$ cat src/rtl/ifetch_pkg.sv
// ifetch_pkg: shared types and constants for the instruction-fetch front end.
//   INSTR_W       instruction word width
//   NOP_INSTR     addi x0,x0,0; presented on out_instr while the queue is empty
//   MAX_ADDR_W    widest supported PC; narrower PCs are zero-extended into entries
//   fetch_entry_t one fetch-queue entry: instruction word plus the PC it came from
//   fq_ptr_w()    pointer width for a queue of the given (power-of-two) depth
package ifetch_pkg;

  localparam int INSTR_W    = 32;
  localparam int MAX_ADDR_W = 32;

  localparam logic [INSTR_W-1:0] NOP_INSTR = 32'h0000_0013;

  typedef struct packed {
    logic [INSTR_W-1:0]    instr;
    logic [MAX_ADDR_W-1:0] pc;
  } fetch_entry_t;

  function automatic int fq_ptr_w(input int depth);
    return (depth > 1) ? $clog2(depth) : 1;
  endfunction

endpackage

$ cat src/rtl/fetch_fifo.sv
// fetch_fifo: synchronous FIFO with first-word fall-through read.
//   clk    system clock
//   rst    synchronous active-low reset (empties the FIFO)
//   push   write din at the tail this cycle
//   pop    consume the head this cycle
//   flush  discard all contents (wins over push/pop)
//   din    write data
//   dout   head entry, read combinationally from storage
//   count  occupied entries (0..DEPTH)
//   empty  count == 0
// DEPTH must be a power of two so the pointers wrap by natural overflow.
module fetch_fifo
  import ifetch_pkg::*;
#(
  parameter int WIDTH = 64,
  parameter int DEPTH = 4,
  localparam int PTR_W = fq_ptr_w(DEPTH),
  localparam int CNT_W = $clog2(DEPTH) + 1
) (
  input  logic             clk,
  input  logic             rst,
  input  logic             push,
  input  logic             pop,
  input  logic             flush,
  input  logic [WIDTH-1:0] din,
  output logic [WIDTH-1:0] dout,
  output logic [CNT_W-1:0] count,
  output logic             empty
);

  logic [WIDTH-1:0] mem_reg [DEPTH];
  logic [PTR_W-1:0] wr_ptr_reg;
  logic [PTR_W-1:0] rd_ptr_reg;
  logic [CNT_W-1:0] count_reg;

  // Storage is never reset; validity is tracked by the pointers and count.
  always_ff @(posedge clk) begin
    if (push) begin
      mem_reg[wr_ptr_reg] <= din;
    end
  end

  always_ff @(posedge clk) begin
    if (!rst || flush) begin
      wr_ptr_reg <= '0;
      rd_ptr_reg <= '0;
      count_reg  <= '0;
    end else begin
      if (push) wr_ptr_reg <= wr_ptr_reg + PTR_W'(1);
      if (pop)  rd_ptr_reg <= rd_ptr_reg + PTR_W'(1);
      if (push && !pop) begin
        count_reg <= count_reg + CNT_W'(1);
      end else if (pop && !push) begin
        count_reg <= count_reg - CNT_W'(1);
      end
    end
  end

  assign dout  = mem_reg[rd_ptr_reg];
  assign count = count_reg;
  assign empty = (count_reg == '0);

  // The owner is expected to never overfill or over-drain the FIFO.
  always_ff @(posedge clk) begin
    if (rst && !flush) begin
      if (push && !pop) assert (count_reg != CNT_W'(DEPTH));
      if (pop) assert (count_reg != '0);
    end
  end

endmodule

$ cat src/rtl/ifetch_queue.sv
// ifetch_queue: instruction-fetch front end. Owns the PC, issues one word read
// per cycle to a 1-cycle-latency ROM and buffers {instr, pc} in a fetch queue
// drained by decode over valid/ready. A redirect flushes everything and
// restarts fetch at the (word-aligned) target.
//   clk             system clock
//   rst             synchronous active-low reset
//   imem_req        ROM read enable this cycle
//   imem_addr       ROM byte address (current pc)
//   imem_rdata      ROM data, valid one cycle after imem_req
//   redirect        one-cycle pulse: flush and restart at redirect_target
//   redirect_target new PC
//   out_valid       queue head holds a valid instruction
//   out_ready       decode accepts the head this cycle
//   out_instr       head instruction
//   out_pc          PC of head instruction
//   out_pc_plus4    out_pc + 4 (link value), modulo 2^ADDR_W
//   fq_count        occupied queue entries
//   misalign_err    one-cycle pulse after a redirect with target[1:0] != 0
// ADDR_W must lie in 4..32.
module ifetch_queue
  import ifetch_pkg::*;
#(
  parameter int                ADDR_W   = 32,
  parameter logic [ADDR_W-1:0] RESET_PC = '0,
  parameter int                FQ_DEPTH = 4,
  localparam int               CNT_W    = $clog2(FQ_DEPTH) + 1
) (
  input  logic               clk,
  input  logic               rst,
  output logic               imem_req,
  output logic [ADDR_W-1:0]  imem_addr,
  input  logic [INSTR_W-1:0] imem_rdata,
  input  logic               redirect,
  input  logic [ADDR_W-1:0]  redirect_target,
  output logic               out_valid,
  input  logic               out_ready,
  output logic [INSTR_W-1:0] out_instr,
  output logic [ADDR_W-1:0]  out_pc,
  output logic [ADDR_W-1:0]  out_pc_plus4,
  output logic [CNT_W-1:0]   fq_count,
  output logic               misalign_err
);

  logic [ADDR_W-1:0] pc_reg;
  logic [ADDR_W-1:0] pc_q_reg;      // address of the read currently in flight
  logic              req_q_reg;     // a ROM return arrives this cycle
  logic              misalign_reg;

  logic         fifo_empty;
  logic         push;
  logic         pop;
  logic [CNT_W:0] credit_used;
  fetch_entry_t push_entry;
  fetch_entry_t head_entry;

  assign out_valid = rst & ~redirect & ~fifo_empty;
  assign pop       = out_valid & out_ready;

  // Entries already held plus the one in flight, less the one leaving now.
  // Issuing only while this is below FQ_DEPTH means a return always finds room,
  // and counting the pop keeps 1 instr/cycle flowing even at FQ_DEPTH=2.
  assign credit_used = {1'b0, fq_count}
                     + {{CNT_W{1'b0}}, req_q_reg}
                     - {{CNT_W{1'b0}}, pop};
  assign imem_req  = rst & ~redirect & (credit_used < (CNT_W+1)'(FQ_DEPTH));
  assign imem_addr = pc_reg;

  // A return coinciding with a redirect belongs to the abandoned path.
  assign push             = rst & req_q_reg & ~redirect;
  assign push_entry.instr = imem_rdata;
  assign push_entry.pc    = MAX_ADDR_W'(pc_q_reg);

  fetch_fifo #(
    .WIDTH ($bits(fetch_entry_t)),
    .DEPTH (FQ_DEPTH)
  ) u_fifo (
    .clk   (clk),
    .rst   (rst),
    .push  (push),
    .pop   (pop),
    .flush (redirect),
    .din   (push_entry),
    .dout  (head_entry),
    .count (fq_count),
    .empty (fifo_empty)
  );

  always_ff @(posedge clk) begin
    if (!rst) begin
      pc_reg       <= RESET_PC;
      req_q_reg    <= 1'b0;
      misalign_reg <= 1'b0;
    end else begin
      misalign_reg <= redirect & (|redirect_target[1:0]);
      if (redirect) begin
        pc_reg    <= {redirect_target[ADDR_W-1:2], 2'b00};
        req_q_reg <= 1'b0;
      end else if (imem_req) begin
        pc_reg    <= pc_reg + ADDR_W'(4);
        pc_q_reg  <= pc_reg;
        req_q_reg <= 1'b1;
      end else begin
        req_q_reg <= 1'b0;
      end
    end
  end

  // Bubbles show up as NOP so a careless consumer decodes something harmless.
  assign out_instr    = fifo_empty ? NOP_INSTR : head_entry.instr;
  assign out_pc       = ADDR_W'(head_entry.pc);
  assign out_pc_plus4 = out_pc + ADDR_W'(4);
  assign misalign_err = misalign_reg;

endmodule
$ cat config.mk
export PLATFORM = sky130hd
export DESIGN_NAME = ifetch_queue
export DESIGN_NICKNAME = d
export VERILOG_FILES = /design/src/rtl/ifetch_pkg.sv /design/src/rtl/fetch_fifo.sv /design/src/rtl/ifetch_queue.sv
export SDC_FILE = /design/constraint.sdc
export NUM_CORES = 1
export LEC_CHECK = 0
export BUFFER_PORTS_ARGS = -buffer_cell sky130_fd_sc_hd__buf_4
export CAP_MARGIN = 15
export CORE_MARGIN = 4
export CORE_UTILIZATION = 41
export CTS_BUF_LIST = sky130_fd_sc_hd__clkbuf_8
export CTS_CLUSTER_SIZE = 16
export DETAILED_ROUTE_END_ITERATION = 6
export GPL_TIMING_DRIVEN = 1
export PLACE_DENSITY = 0.67
export SYNTH_ARGS = -nofsm -noshare
export SYNTH_HDL_FRONTEND = slang
export SYNTH_HIERARCHICAL = 1
export SYNTH_SLANG_ARGS = --single-unit
$ cat constraint.sdc
create_clock -name clk -period 4.29 [get_ports clk]
set_input_delay 0.2145 -clock clk [delete_from_list [all_inputs] [get_ports clk]]
set_output_delay 0.2145 -clock clk [all_outputs]
set_load 0.03 [all_outputs]
==> key figures <==
STA
  • Worst-margin pin slew: ~1100 ps
  • Worst Skew: 30.6 ps
  • Final setup TNS: 0 ps
  • Max frequency: between 0.2 and 0.3 GHz
  • Fin. Hold Viols: 0
  • Slew Viols, Final: 0
  • Slew headroom: 0.297
  • Unrepaired setup endpoints after global routing: false
  • Final worst slack: about 450 ps
  • Setup violators final: 0
  • Final period utilization: 0.896
  • Final min period: about 3800 ps

Drt
  • DRC Markers: 0
  • Detailed-route via count: ~7.8k
  • Vias per cell: 5.19
  • 1st-pass router iterations: 5
  • Wire per inst: just under 20 um
  • Drt initial violations: 470
  • Final wirelength: slightly below 30000 um
  • Post-route ant nets: 0

Floorplanning
  • Core area: ~32000 um2
  • Io pins: approximately 200
  • Die area: ~35000 um2
  • Die Y-Extent: ~190 um
  • Die width: about 190 um
  • Initial Util: 0.418
  • FP Rows: 65

CTS
  • Setup bufs post-CTS: 0
  • CTS tree: built
  • Clock sinks: approximately 330
  • CTS H-Tree Depth: 2
  • Clock Latency Late Sink: around 570 ps
  • Reg clk slew, reported paths: 60 ps
  • Total CTS buffers: 52
  • Root Buffer Master: clkbuf_8
  • Clk buf depth: 3
  • Cts repair resizes: 0

GRT
  • Largest net degree at the start of global routing: 65
  • GRT Total Usage: 0.165
  • Global route overflow: 0
  • First-pass GRT wire length: 46100 um
  • Number of global-route vias before repair: between 8k and 9k
  • Initial antenna violation count: 0

Synthesis
  • Mapped Area: approximately 13000 um2
  • Ys Warns: 6
  • Ys flop type: edfxtp_1
  • Sequential area share after synthesis: 0.710
  • Netlist cell types: 53
  • Async set-reset flop share out of synthesis: 0
  • Cells after Synth: ~750
  • EDFF count, synth: 286
  • Syn Area/Cell: around 18 um2
  • Synth Register Bits: 327

Layout
  • ANT cells: 0
  • Multi-input logic area: between 3000 and 4000 um2
  • P&R area growth vs syn: 27.0%
  • Sequential cell area: ~9400 um2
  • Commonest non-fill, non-tap cell in the layout: edfxtp_1
  • Max reg flops: 256
  • Most frequent cells in the layout: edfxtp_1, buf_4, dlygate4sd3_1, mux4_2, clkbuf_8
  • Fillers: between 2k and 3k
  • Fraction of layout instances using a drive strength above 1: 0.320
  • NumNets Final: roughly 1.1k

Placement
  • Dpl ws: a little under 900 ps
  • Placer Congestion: around 0.87
  • Port Buf Inserts: between 150 and 200
  • Placed wire-length estimate: 18200 um

Min path
  • Worst hold-check path type: in -> reg

Critical path
  • Critical path arrival: 3630 ps
  • CP Max Fanout: 28
  • Startpoint Class: register
  • Reg-to-reg slack, setup: roughly 950 ps
  • Reg2Reg Capture Point: imem_addr[13]
  • Worst EP required: 4080 ps
  • Reg2Reg Depth: 12
  • CP Class: reg -> out
  • FF-to-FF Start: u_fifo/count[2]
  • Crit path capture: out_pc_plus4[28]
  • CP endpoint kind: primary output

Flow run
  • Max-cap violations: 0

Power
  • Power per cell area: roughly 380 nW/um2
  • Maximum vdd drop: ~200 uV
  • Leak pwr: a little under 0.006 uW

Status
  • Status: finished, final reports clean
[metal layers]
layer	wire, um	up-vias	GRT usage
met5	0	-	0
met4	726	0	0.0519
met3	1870	65	0.0341
met2	14100	298	0.271
met1	12700	3846	0.223
li1	-	3575	-
[report_power, final]
part,internal (uW),total [uW],switching (uW)
Clock,1300,2460,1160
Combinational,187,415,228
Sequential,3510,3580,63.2
[final cells by class]
| cell class | count | area share |
|---|---|---|
| flip-flops and latches | 327 | 0.559 |
| multi-input cells | 382 | 0.213 |
| repair buffers | 282 | 0.137 |
| clock buffers | 58 | 0.0474 |
| well taps | 402 | 0.0299 |
| clock inverters | 36 | 0.0108 |
| inverters | 12 | 0.00267 |
[worst min path at each step]
stage	slack, ps	endpoint	cells past startpoint	from
4_1_cts	1	imem_addr[3]	3	rst
3_3_place_gp	420	u_fifo/mem_reg[1][41]	1	imem_rdata[9]
3_5_place_dp	420	u_fifo/mem_reg[0][41]	1	imem_rdata[9]
6_report	50	imem_addr[3]	3	rst
2_1_floorplan	310	u_fifo/mem_reg[0][32]	0	imem_rdata[0]
5_1_grt	30	imem_addr[9]	3	rst
[logic make-up after synthesis]
family	synth area share
DFF	0.710
and+or+nand+nor	0.0691
AOI/OAI and AO/OA	0.0413
muxes	0.113
xor gates and xnor gates	0.0323
buffers and inverters	0.0236
adders and majority gates	0.0109
other	0.000283
[cell usage after synthesis, types with 5 or more instances]
| master | number | area [um2] |
|---|---|---|
| buf_12 | 6 | 120 |
| and2_1 | 11 | 68.8 |
| o31ai_1 | 5 | 37.5 |
| mux4_2 | 60 | 1350 |
| clkbuf_1 | 16 | 60.1 |
| nor2_1 | 22 | 82.6 |
| dfxtp_1 | 41 | 821 |
| and3_1 | 6 | 37.5 |
| nand4_1 | 5 | 31.3 |
| edfxtp_1 | 286 | 8590 |
| nand2_1 | 19 | 71.3 |
| inv_1 | 12 | 45.0 |
| xor2_1 | 25 | 219 |
| a31oi_1 | 13 | 81.3 |
| nand3_1 | 21 | 105 |
| ha_1 | 10 | 125 |
| or3_1 | 7 | 43.8 |
| nor2b_1 | 29 | 181 |
| buf_2 | 6 | 30.0 |
| o21ai_0 | 44 | 220 |
| and4_1 | 6 | 52.6 |
| or4_1 | 7 | 52.6 |
| a21oi_1 | 14 | 70.1 |
| xnor2_1 | 22 | 193 |
[stage by stage]
stage	cell area [um2]	util	cells	total power [uW]	hold WS (ps)
2_1_floorplan	13300	-	756	3820	313
3_3_place_gp	15100	0.476	1329	3990	417
3_5_place_dp	15100	0.476	1329	4000	417
4_1_cts	16800	0.531	1499	6530	1.35
5_1_grt	16800	0.531	1499	6740	28.2
6_report	16800	0.531	1499	6450	45.7
[worst max-delay path, cell delays in order (launching register included)]
cell and delay (ps):
dfxtp_4 730, mux4_2 410, ha_1 220, nand4_1 150, nor3_1 700, and4_1 390, nand3_1 120, xnor2_1 150
buf_4 180
[what timing repair did]
action                                 CTS  global route
setup endpoints to repair                0             0
hold buffers                            76             0
endpoints found under the hold margin  158             0
Note: power is estimated with default switching activity, not from simulation.
